### src/rtl/fifo_wr_arbiter_if.sv
// Write-side bus between the two producers, the arbiter and the FIFO.
// The master modport is the arbiter's view; slave is the producer/FIFO side.
interface fifo_wr_arbiter_if #(
  parameter int DATA_WIDTH = 32
);
  logic                  req0;
  logic [DATA_WIDTH-1:0] data0;
  logic                  req1;
  logic [DATA_WIDTH-1:0] data1;
  logic                  fifo_full;
  logic                  fifo_wr_err;
  logic                  gnt0;
  logic                  gnt1;
  logic                  wr_en;
  logic [DATA_WIDTH-1:0] din;
  logic [7:0]            err_cnt;

  modport master (
    input  req0, data0, req1, data1, fifo_full, fifo_wr_err,
    output gnt0, gnt1, wr_en, din, err_cnt
  );

  modport slave (
    output req0, data0, req1, data1, fifo_full, fifo_wr_err,
    input  gnt0, gnt1, wr_en, din, err_cnt
  );
endinterface

### src/rtl/fifo_wr_arbiter.sv
// Round-robin write arbiter sharing one FIFO write port between two producers,
// with bursts capped at MAX_BURST words while the other side waits.
module fifo_wr_arbiter #(
  parameter int DATA_WIDTH = 32,
  parameter int MAX_BURST  = 4
) (
  input  logic               clk,
  input  logic               reset,
  fifo_wr_arbiter_if.master  bus
);

  localparam int CW = $clog2(MAX_BURST) + 1;
  localparam logic [CW-1:0] BURST_LAST = CW'(MAX_BURST - 1);
  localparam logic [CW-1:0] BURST_ONE  = CW'(1);
  localparam logic [CW-1:0] BURST_ZERO = CW'(0);

  typedef enum logic [1:0] {
    IDLE   = 2'd0,
    SERVE0 = 2'd1,
    SERVE1 = 2'd2
  } state_e;

  state_e          state_q, state_d;
  logic [CW-1:0]   burst_cnt_q, burst_cnt_d;
  logic            last_grant_q, last_grant_d;
  logic [7:0]      err_cnt_q, err_cnt_d;
  logic            gnt0_s, gnt1_s;

  // State and counter registers
  always_ff @(posedge clk or posedge reset) begin
    if (reset) begin
      state_q      <= IDLE;
      burst_cnt_q  <= BURST_ZERO;
      last_grant_q <= 1'b1;
      err_cnt_q    <= 8'd0;
    end else begin
      state_q      <= state_d;
      burst_cnt_q  <= burst_cnt_d;
      last_grant_q <= last_grant_d;
      err_cnt_q    <= err_cnt_d;
    end
  end

  // Next-state, burst counter and round-robin pointer
  always_comb begin
    state_d      = state_q;
    burst_cnt_d  = burst_cnt_q;
    last_grant_d = last_grant_q;
    case (state_q)
      IDLE: begin
        burst_cnt_d = BURST_ZERO;
        if (bus.req0 && bus.req1) begin
          state_d = last_grant_q ? SERVE0 : SERVE1;
        end else if (bus.req0) begin
          state_d = SERVE0;
        end else if (bus.req1) begin
          state_d = SERVE1;
        end else begin
          state_d = IDLE;
        end
      end
      SERVE0: begin
        if (!bus.req0) begin
          state_d      = bus.req1 ? SERVE1 : IDLE;
          burst_cnt_d  = BURST_ZERO;
          last_grant_d = 1'b0;
        end else if (gnt0_s) begin
          if (burst_cnt_q == BURST_LAST) begin
            // Cap reached: hand over only if the other side is waiting
            burst_cnt_d = BURST_ZERO;
            if (bus.req1) begin
              state_d      = SERVE1;
              last_grant_d = 1'b0;
            end else begin
              state_d = SERVE0;
            end
          end else begin
            burst_cnt_d = burst_cnt_q + BURST_ONE;
          end
        end else begin
          burst_cnt_d = burst_cnt_q;
        end
      end
      SERVE1: begin
        if (!bus.req1) begin
          state_d      = bus.req0 ? SERVE0 : IDLE;
          burst_cnt_d  = BURST_ZERO;
          last_grant_d = 1'b1;
        end else if (gnt1_s) begin
          if (burst_cnt_q == BURST_LAST) begin
            burst_cnt_d = BURST_ZERO;
            if (bus.req0) begin
              state_d      = SERVE0;
              last_grant_d = 1'b1;
            end else begin
              state_d = SERVE1;
            end
          end else begin
            burst_cnt_d = burst_cnt_q + BURST_ONE;
          end
        end else begin
          burst_cnt_d = burst_cnt_q;
        end
      end
      default: begin
        state_d      = IDLE;
        burst_cnt_d  = BURST_ZERO;
        last_grant_d = 1'b1;
      end
    endcase
  end

  // Saturating write-error counter, independent of the FSM
  always_comb begin
    if (bus.fifo_wr_err && (err_cnt_q != 8'hFF)) begin
      err_cnt_d = err_cnt_q + 8'd1;
    end else begin
      err_cnt_d = err_cnt_q;
    end
  end

  // Grants and FIFO write port; a full FIFO suppresses the grant and the producer keeps its word
  always_comb begin
    gnt0_s      = (state_q == SERVE0) && bus.req0 && !bus.fifo_full;
    gnt1_s      = (state_q == SERVE1) && bus.req1 && !bus.fifo_full;
    bus.gnt0    = gnt0_s;
    bus.gnt1    = gnt1_s;
    bus.wr_en   = gnt0_s || gnt1_s;
    bus.err_cnt = err_cnt_q;
    if (gnt0_s) begin
      bus.din = bus.data0;
    end else if (gnt1_s) begin
      bus.din = bus.data1;
    end else begin
      bus.din = {DATA_WIDTH{1'b0}};
    end
  end

endmodule

### src/flat_wrapper.sv
// flat-port wrapper written by rule: the top's interface ports become plain ports
module fifo_wr_arbiter_flat 
#(
  parameter int DATA_WIDTH = 32,
  parameter int MAX_BURST  = 4
)
  (clk, reset, bus_req0, bus_data0, bus_req1, bus_data1, bus_fifo_full, bus_fifo_wr_err, bus_gnt0, bus_gnt1, bus_wr_en, bus_din, bus_err_cnt);
  fifo_wr_arbiter_if #(.DATA_WIDTH(DATA_WIDTH)) bus_i ();
  input  logic clk;
  input  logic reset;
  input wire logic [$bits(bus_i.req0)-1:0] bus_req0;
  input wire logic [$bits(bus_i.data0)-1:0] bus_data0;
  input wire logic [$bits(bus_i.req1)-1:0] bus_req1;
  input wire logic [$bits(bus_i.data1)-1:0] bus_data1;
  input wire logic [$bits(bus_i.fifo_full)-1:0] bus_fifo_full;
  input wire logic [$bits(bus_i.fifo_wr_err)-1:0] bus_fifo_wr_err;
  output wire logic [$bits(bus_i.gnt0)-1:0] bus_gnt0;
  output wire logic [$bits(bus_i.gnt1)-1:0] bus_gnt1;
  output wire logic [$bits(bus_i.wr_en)-1:0] bus_wr_en;
  output wire logic [$bits(bus_i.din)-1:0] bus_din;
  output wire logic [$bits(bus_i.err_cnt)-1:0] bus_err_cnt;
  assign bus_i.req0 = bus_req0;
  assign bus_i.data0 = bus_data0;
  assign bus_i.req1 = bus_req1;
  assign bus_i.data1 = bus_data1;
  assign bus_i.fifo_full = bus_fifo_full;
  assign bus_i.fifo_wr_err = bus_fifo_wr_err;
  assign bus_gnt0 = bus_i.gnt0;
  assign bus_gnt1 = bus_i.gnt1;
  assign bus_wr_en = bus_i.wr_en;
  assign bus_din = bus_i.din;
  assign bus_err_cnt = bus_i.err_cnt;
  fifo_wr_arbiter #(.DATA_WIDTH(DATA_WIDTH), .MAX_BURST(MAX_BURST)) u_core (.clk(clk), .reset(reset), .bus(bus_i));
endmodule
### config.mk
export PLATFORM = sky130hd
export DESIGN_NAME = fifo_wr_arbiter_flat
export DESIGN_NICKNAME = d
export VERILOG_FILES = /design/src/rtl/fifo_wr_arbiter_if.sv /design/src/rtl/fifo_wr_arbiter.sv /design/src/flat_wrapper.sv
export SDC_FILE = /design/constraint.sdc
export NUM_CORES = 1
export LEC_CHECK = 0
export CORE_MARGIN = 2
export CORE_UTILIZATION = 27
export CTS_CLUSTER_DIAMETER = 80
export DETAILED_ROUTE_END_ITERATION = 16
export GPL_ROUTABILITY_DRIVEN = 1
export PLACE_DENSITY = 0.73
export SLEW_MARGIN = 20
export SYNTH_ARGS = -nofsm -noshare
export SYNTH_HDL_FRONTEND = slang
export SYNTH_SLANG_ARGS = --single-unit
export TNS_END_PERCENT = 30
### constraint.sdc
create_clock -name clk -period 1.7 [get_ports clk]
set_input_delay 0.425 -clock clk [delete_from_list [all_inputs] [get_ports clk]]
set_output_delay 0.425 -clock clk [all_outputs]
set_load 0.02 [all_outputs]
==> results of run 1 <==
-- cells by family (layout without fill, tap and decap cells) --
| kind of cell | Yosys count | count (layout) | synth area share [%] |
|---|---|---|---|
| XOR/XNOR | 4 | 4 | 2.97 |
| AND/OR/NAND/NOR | 35 | 35 | 17.9 |
| buffers and inverters | 14 | 145 | 6.79 |
| AO/OA/AOI/OAI | 45 | 45 | 31.6 |
| flip-flops | 14 | 14 | 29.8 |
| multiplexers | 5 | 5 | 4.46 |
| adder cells (fa/ha/maj) | 6 | 6 | 6.37 |
-- Yosys cell counts, types with 4 or more instances --
| master | number |
|---|---|
| xnor2_1 | 4 |
| a21oi_1 | 4 |
| dfrtp_1 | 13 |
| inv_1 | 7 |
| ha_1 | 6 |
| nand3_1 | 4 |
| a22o_1 | 32 |
| nor2_1 | 4 |
| nand2_1 | 7 |
| buf_2 | 4 |
-- repair_timing --
action | CTS | global route
pin swaps | 3 | 0
buffers inserted | 3 | 1
cloned | 2 | 1
endpoints found under the setup margin | 41 | 35
gates resized for setup | 211 | 10
-- final cells by class --
| class | count | area share (%) |
|---|---|---|
| clock buffers | 4 | 1.52 |
| inverters | 7 | 0.885 |
| multi-input cells | 95 | 35.7 |
| flip-flops and latches | 14 | 11.8 |
| well taps | 52 | 2.19 |
| repair buffers | 134 | 47.8 |
-- worst min-delay path by stage --
stage / from / to / slack, ns / cells after the start
after global placement: u_core.last_grant_q / u_core.last_grant_q / 0.47 / 2
after CTS: u_core.last_grant_q / u_core.last_grant_q / 0.49 / 2
after detailed placement: u_core.last_grant_q / u_core.last_grant_q / 0.48 / 2
after floorplan: reset / u_core.burst_cnt_q[0] / 0.31 / 1
final: u_core.last_grant_q / u_core.last_grant_q / 0.49 / 2
after global routing: u_core.last_grant_q / u_core.last_grant_q / 0.52 / 2
-- worst max-delay path, delay by kind of cell, from the launching register on --
kind / cells / cell delay [ns]
buf+inv: 4 / 0.51
flops: 1 / 0.40
compound gates: 1 / 0.22
simple gates: 2 / 0.21
fa+ha+maj: 1 / 0.14
-- flip-flops by register name, summed over array words and instances, names as in the netlist --
signal               cells
u_core.burst_cnt_q       3
u_core.bus.err_cnt       8
u_core.last_grant_q      1
u_core.state_q           2
-- power groups by stage --
| stage | clock network (mW) | registers, mW | logic [mW] |
|---|---|---|---|
| after floorplan | 0 | 0.681 | 0.915 |
| after global placement | 0 | 0.582 | 1.78 |
| after detailed placement | 0 | 0.580 | 1.80 |
| after CTS | 0.278 | 0.568 | 1.89 |
| after global routing | 0.291 | 0.584 | 2.07 |
| final | 0.274 | 0.568 | 1.93 |
-- routing by layer --
layer  GRT usage, %  up-vias
met5              0        -
li1               -      742
met2           40.6       70
met4           3.42        0
met3           4.18        7
met1           23.5      725
==> out/results.ini, run 1 <==
[status]
status=finished, violations left
failed_checks=negative setup slack

[detailed_routing]
routed-via-count=1544
ant_nets=0
drtPass1Iterations=3
highest_layer=met4
wl_um=5260
initialDrtViolationCount=18
drc=0
dr_wl_met2_um=2840
wl_per_cell_um=17.2
routed_via_density=5.05
dr_wl_met3_um=400
wl_met1_um=1970

[yosys]
synth_top_area_share_pct=27.6
yosysTopAreaCell=dfrtp_1
synth_area_leaders=dfrtp_1 28%, a22o_1 24%, ha_1 6.4%
yosysWarningCount=0
syn_nets=199
syn-cell-area_um2=1180
ys_seq_area_share_pct=29.8
avgSynthCellArea_um2=9.58
synth_edf_count=0
synthCells=123
synthFlopType=dfrtp_1
synthDistinctLibCells=35
async_flop_share_pct=100
synth_seq_cells=14

[grt]
grt_max_degree=25
grt_pass1_vias=1588
grt_pass1_wl_um=8240
grt_overflow=0
grt_use_total_pct=20.9
antenna_found_initial=0

[power]
p_leak_nw=1.39
peakVddDrop_uv=868
combPwrFrac_pct=69.7
switching_share_pct=39.1
p_seq_share_pct=20.5
intPower_mw=1.69
p_total_mw=2.78
p_per_area_nw_per_um2=936
power_switching_mw=1.09
clockPowerShare_pct=9.9

[place]
dpl_cell_area_um2=2760
place_congestion=0.799
dp_cells=295
portBuffers=112
dpl_worst_slack_ns=-1.01
dp_hpwl_um=4020

[finish]
drive_gt1_share_pct=40.9
final_area_um2=2970
final_common_cell=clkdlybuf4s50_1
diodes=0
fillCellCount=347
area_delta_synth_final_pct=152
fin_cells=306
seqCellArea_um2=352
fin_nets=331
post-route-util_pct=69.6
layout_common_cells=69 x clkdlybuf4s50_1, 34 x buf_6, 30 x a22o_4
multiInputGateArea_um2=1060

[sta]
tightest_slew_ns=0.516
slew_violations=0
whs_ns=0.487
min_period_over_period_pct=126
period_minus_slack_ns=2.14
setup_viol_count_final=34
clock_skew_ns=0.00721
finalWorstSetupSlack_ns=-0.436
fmax_mhz=468
rsz0062_at_grt=yes
slew_headroom_pct=65.5
tns_ns=-13.95
hold_viol_final=0

[setup_path]
cp-end-kind=primary output
cpMostUsedCell=buf_6
critPathSlowestCell=dfrtp_1
cp-start-kind=flip-flop
crit_fanout=8
startpoint=u_core.state_q[1]
r2r_end=u_core.state_q[1]
critPathKind=reg2out
crit_required_ns=1.27
cpPeakStageDelay_ns=0.40
critPathArrivalTime_ns=1.71
reg2regPathDepth=7
crit_chain=inv_2 > ha_4 > nand2_4 > nor3b_4 > buf_6 > clkbuf_16 > a22o_4 > buf_6
ff2ff_setup_slack_ns=0.09
worstReg2RegStart=u_core.state_q[0]
cp-endpoint=bus_din[23]

[floorplanning]
start_util_pct=27.6
rows=24
die_height_um=70.1
die_w_um=70.1
coreArea_um2=4260
die_area_um2=4910
ios=113

[clocking]
cts_max_level=1
clk_path_buf_depth=2
cts_sinks=14
root_buffer=clkbuf_8
clkLatencyLatePin_ns=0.24
clk_pin_slew_ns=0.05
cts_tree=yes
cts_buffers=3
cts.hold.buffers_added=0

[job]
drv_cap=0

[min_path]
hp-class=reg2reg

(Power assumes the default switching activity.)
==> run 2, diff against run 1 <==
RECOVER_POWER = 100   (was unset)
==> out/results.ini, run 2 (synthesis gave the netlist of run 1 again) <==
[floorplanning]
die_w_um=70.1  ; unchanged
rows=24  ; unchanged
ios=113  ; unchanged
die_height_um=70.1  ; unchanged
die_area_um2=4910  ; unchanged
start_util_pct=27.6  ; unchanged
coreArea_um2=4260  ; unchanged

[sta]
min_period_over_period_pct=126  ; about the same
slew_headroom_pct=65.3  ; -0.25 points
rsz0062_at_grt=yes
clock_skew_ns=0.00675  ; -0.000457 ns
tightest_slew_ns=0.520  ; +0.00369 ns
whs_ns=0.487  ; +0.000145 ns
finalWorstSetupSlack_ns=-0.435  ; +0.000290 ns
slew_violations=0  ; unchanged
setup_viol_count_final=37  ; +8.8%
period_minus_slack_ns=2.14  ; -0.000290 ns
hold_viol_final=0  ; unchanged
fmax_mhz=468  ; about the same

[detailed_routing]
routed-via-count=1556  ; +0.78%
drtPass1Iterations=3  ; unchanged
wl_per_cell_um=17.2  ; -0.17%
drc=0  ; unchanged
initialDrtViolationCount=18  ; unchanged
wl_um=5250  ; -0.17%
routed_via_density=5.08  ; +0.78%
ant_nets=0  ; unchanged

[clocking]
cts_sinks=14  ; unchanged
root_buffer=clkbuf_8
cts_tree=yes
clkLatencyLatePin_ns=0.25  ; about the same
clk_path_buf_depth=2  ; unchanged
cts_max_level=1  ; unchanged
clk_pin_slew_ns=0.05  ; about the same
cts_buffers=3  ; unchanged

[grt]
met1_usage_pct=23.5  ; unchanged
busiest_layer=met2
grt_max_degree=25  ; unchanged
grt_pass1_vias=1588  ; unchanged
grt_pass1_wl_um=8240  ; unchanged
grtUsageMet2_pct=40.6  ; unchanged
grt_use_total_pct=20.9  ; unchanged
grtUsageMet3_pct=4.18  ; unchanged
antenna_found_initial=0  ; unchanged
grt_overflow=0  ; unchanged

[finish]
fillCellCount=352  ; +1.4%
largest_reg_flops=8  ; unchanged
diodes=0  ; unchanged
drive_gt1_share_pct=39.4  ; -1.6 points
multiInputGateArea_um2=1050  ; -0.83%
final_common_cell=clkdlybuf4s50_1
area_delta_synth_final_pct=150
fin_cells=306  ; unchanged
post-route-util_pct=69.0  ; -0.59 points
layout_common_cells=67 x clkdlybuf4s50_1, 34 x buf_6, 30 x a22o_4
seqCellArea_um2=352  ; unchanged
fin_nets=331  ; unchanged

[status]
failed_checks=negative setup slack
status=finished, violations left

[setup_path]
crit_fanout=8  ; unchanged
cp-start-kind=flip-flop
critPathKind=reg2out
crit_required_ns=1.27  ; about the same
cp-end-kind=primary output
critPathArrivalTime_ns=1.71  ; about the same

[place]
dp_cells=295  ; unchanged
place_congestion=0.799  ; unchanged
dpl_worst_slack_ns=-1.01  ; unchanged
dp_hpwl_um=4020  ; unchanged
portBuffers=112  ; unchanged

[power]
p_leak_nw=1.37  ; -1.5%
peakVddDrop_uv=868  ; about the same
p_per_area_nw_per_um2=932  ; -0.39%

[job]
drv_cap=0  ; unchanged

[min_path]
hp-class=reg2reg

==> run 2: changes by cell type in the layout (fill, tap and decap cells not counted), sizes merged <==
cell / change
dlygate4sd3: +2
clkdlybuf4s50: -2
buf: -3
dlymetal6s2s: -1
clkbuf: +4
==> run 2: worst max-delay path, stage by stage, from the launching register on <==
cell,delay [ns]
dfrtp_1,0.40
inv_2,0.08
ha_4,0.14
nand2_4,0.05
nor3b_4,0.16
buf_6,0.14
clkbuf_16,0.16
a22o_4,0.22
buf_6,0.13
==> run 2: final timing paths <==
kind                                startpoint               endpoint  slack, ns  cells past startpoint
max                          u_core.state_q[1]            bus_din[23]      -0.44                      8
min in group asynchronous                reset  u_core.bus.err_cnt[3]       0.65                      2
max reg2reg                  u_core.state_q[1]      u_core.state_q[0]      -0.04                      7
min                        u_core.last_grant_q    u_core.last_grant_q       0.49                      2
min reg2reg                u_core.last_grant_q    u_core.last_grant_q       0.49                      2
max in group asynchronous                reset    u_core.last_grant_q       0.68                      2
==> run 2: power breakdown <==
part | leakage [nW] | internal [mW] | switching (mW)
clock network | 0.0228 | 0.165 | 0.109
logic | 1.17 | 1.04 | 0.857
registers | 0.176 | 0.455 | 0.114
total | 1.37 | 1.66 | 1.08
==> run 2: per-layer routing <==
metal  part of all wire (%)  vias up  routed length, um
met1                     37      732               1960
met5                      0        -                  0
met3                    7.6        7                398
li1                       -      747                  -
met2                     54       70               2850
met4                   0.88        0                 46
==> run 2: repair_timing <==
action,CTS,global route
pin swaps,3,0
gates resized for setup,211,10
setup buffers,3,1
gates cloned,2,1
endpoints found under the setup margin,41,35
hold buffers,0,0
==> run 2: per-stage QoR <==
step	power [mW]	area (um^2)	setup TNS, ns
3_5_place_dp	2.38	2760	-34.27
6_report	2.74	2940	-14.04
4_1_cts	2.74	2890	-14.02
2_1_floorplan	1.60	1500	-2.46
3_3_place_gp	2.36	2760	-33.76
5_1_grt	2.91	2940	-16.32
==> run 2: area by class of cell <==
class | count | area share, %
repair buffers | 134 | 47.7
multi-input cells | 95 | 35.7
flip-flops and latches | 14 | 11.9
well taps | 52 | 2.21
clock buffers | 4 | 1.53
inverters | 7 | 0.893
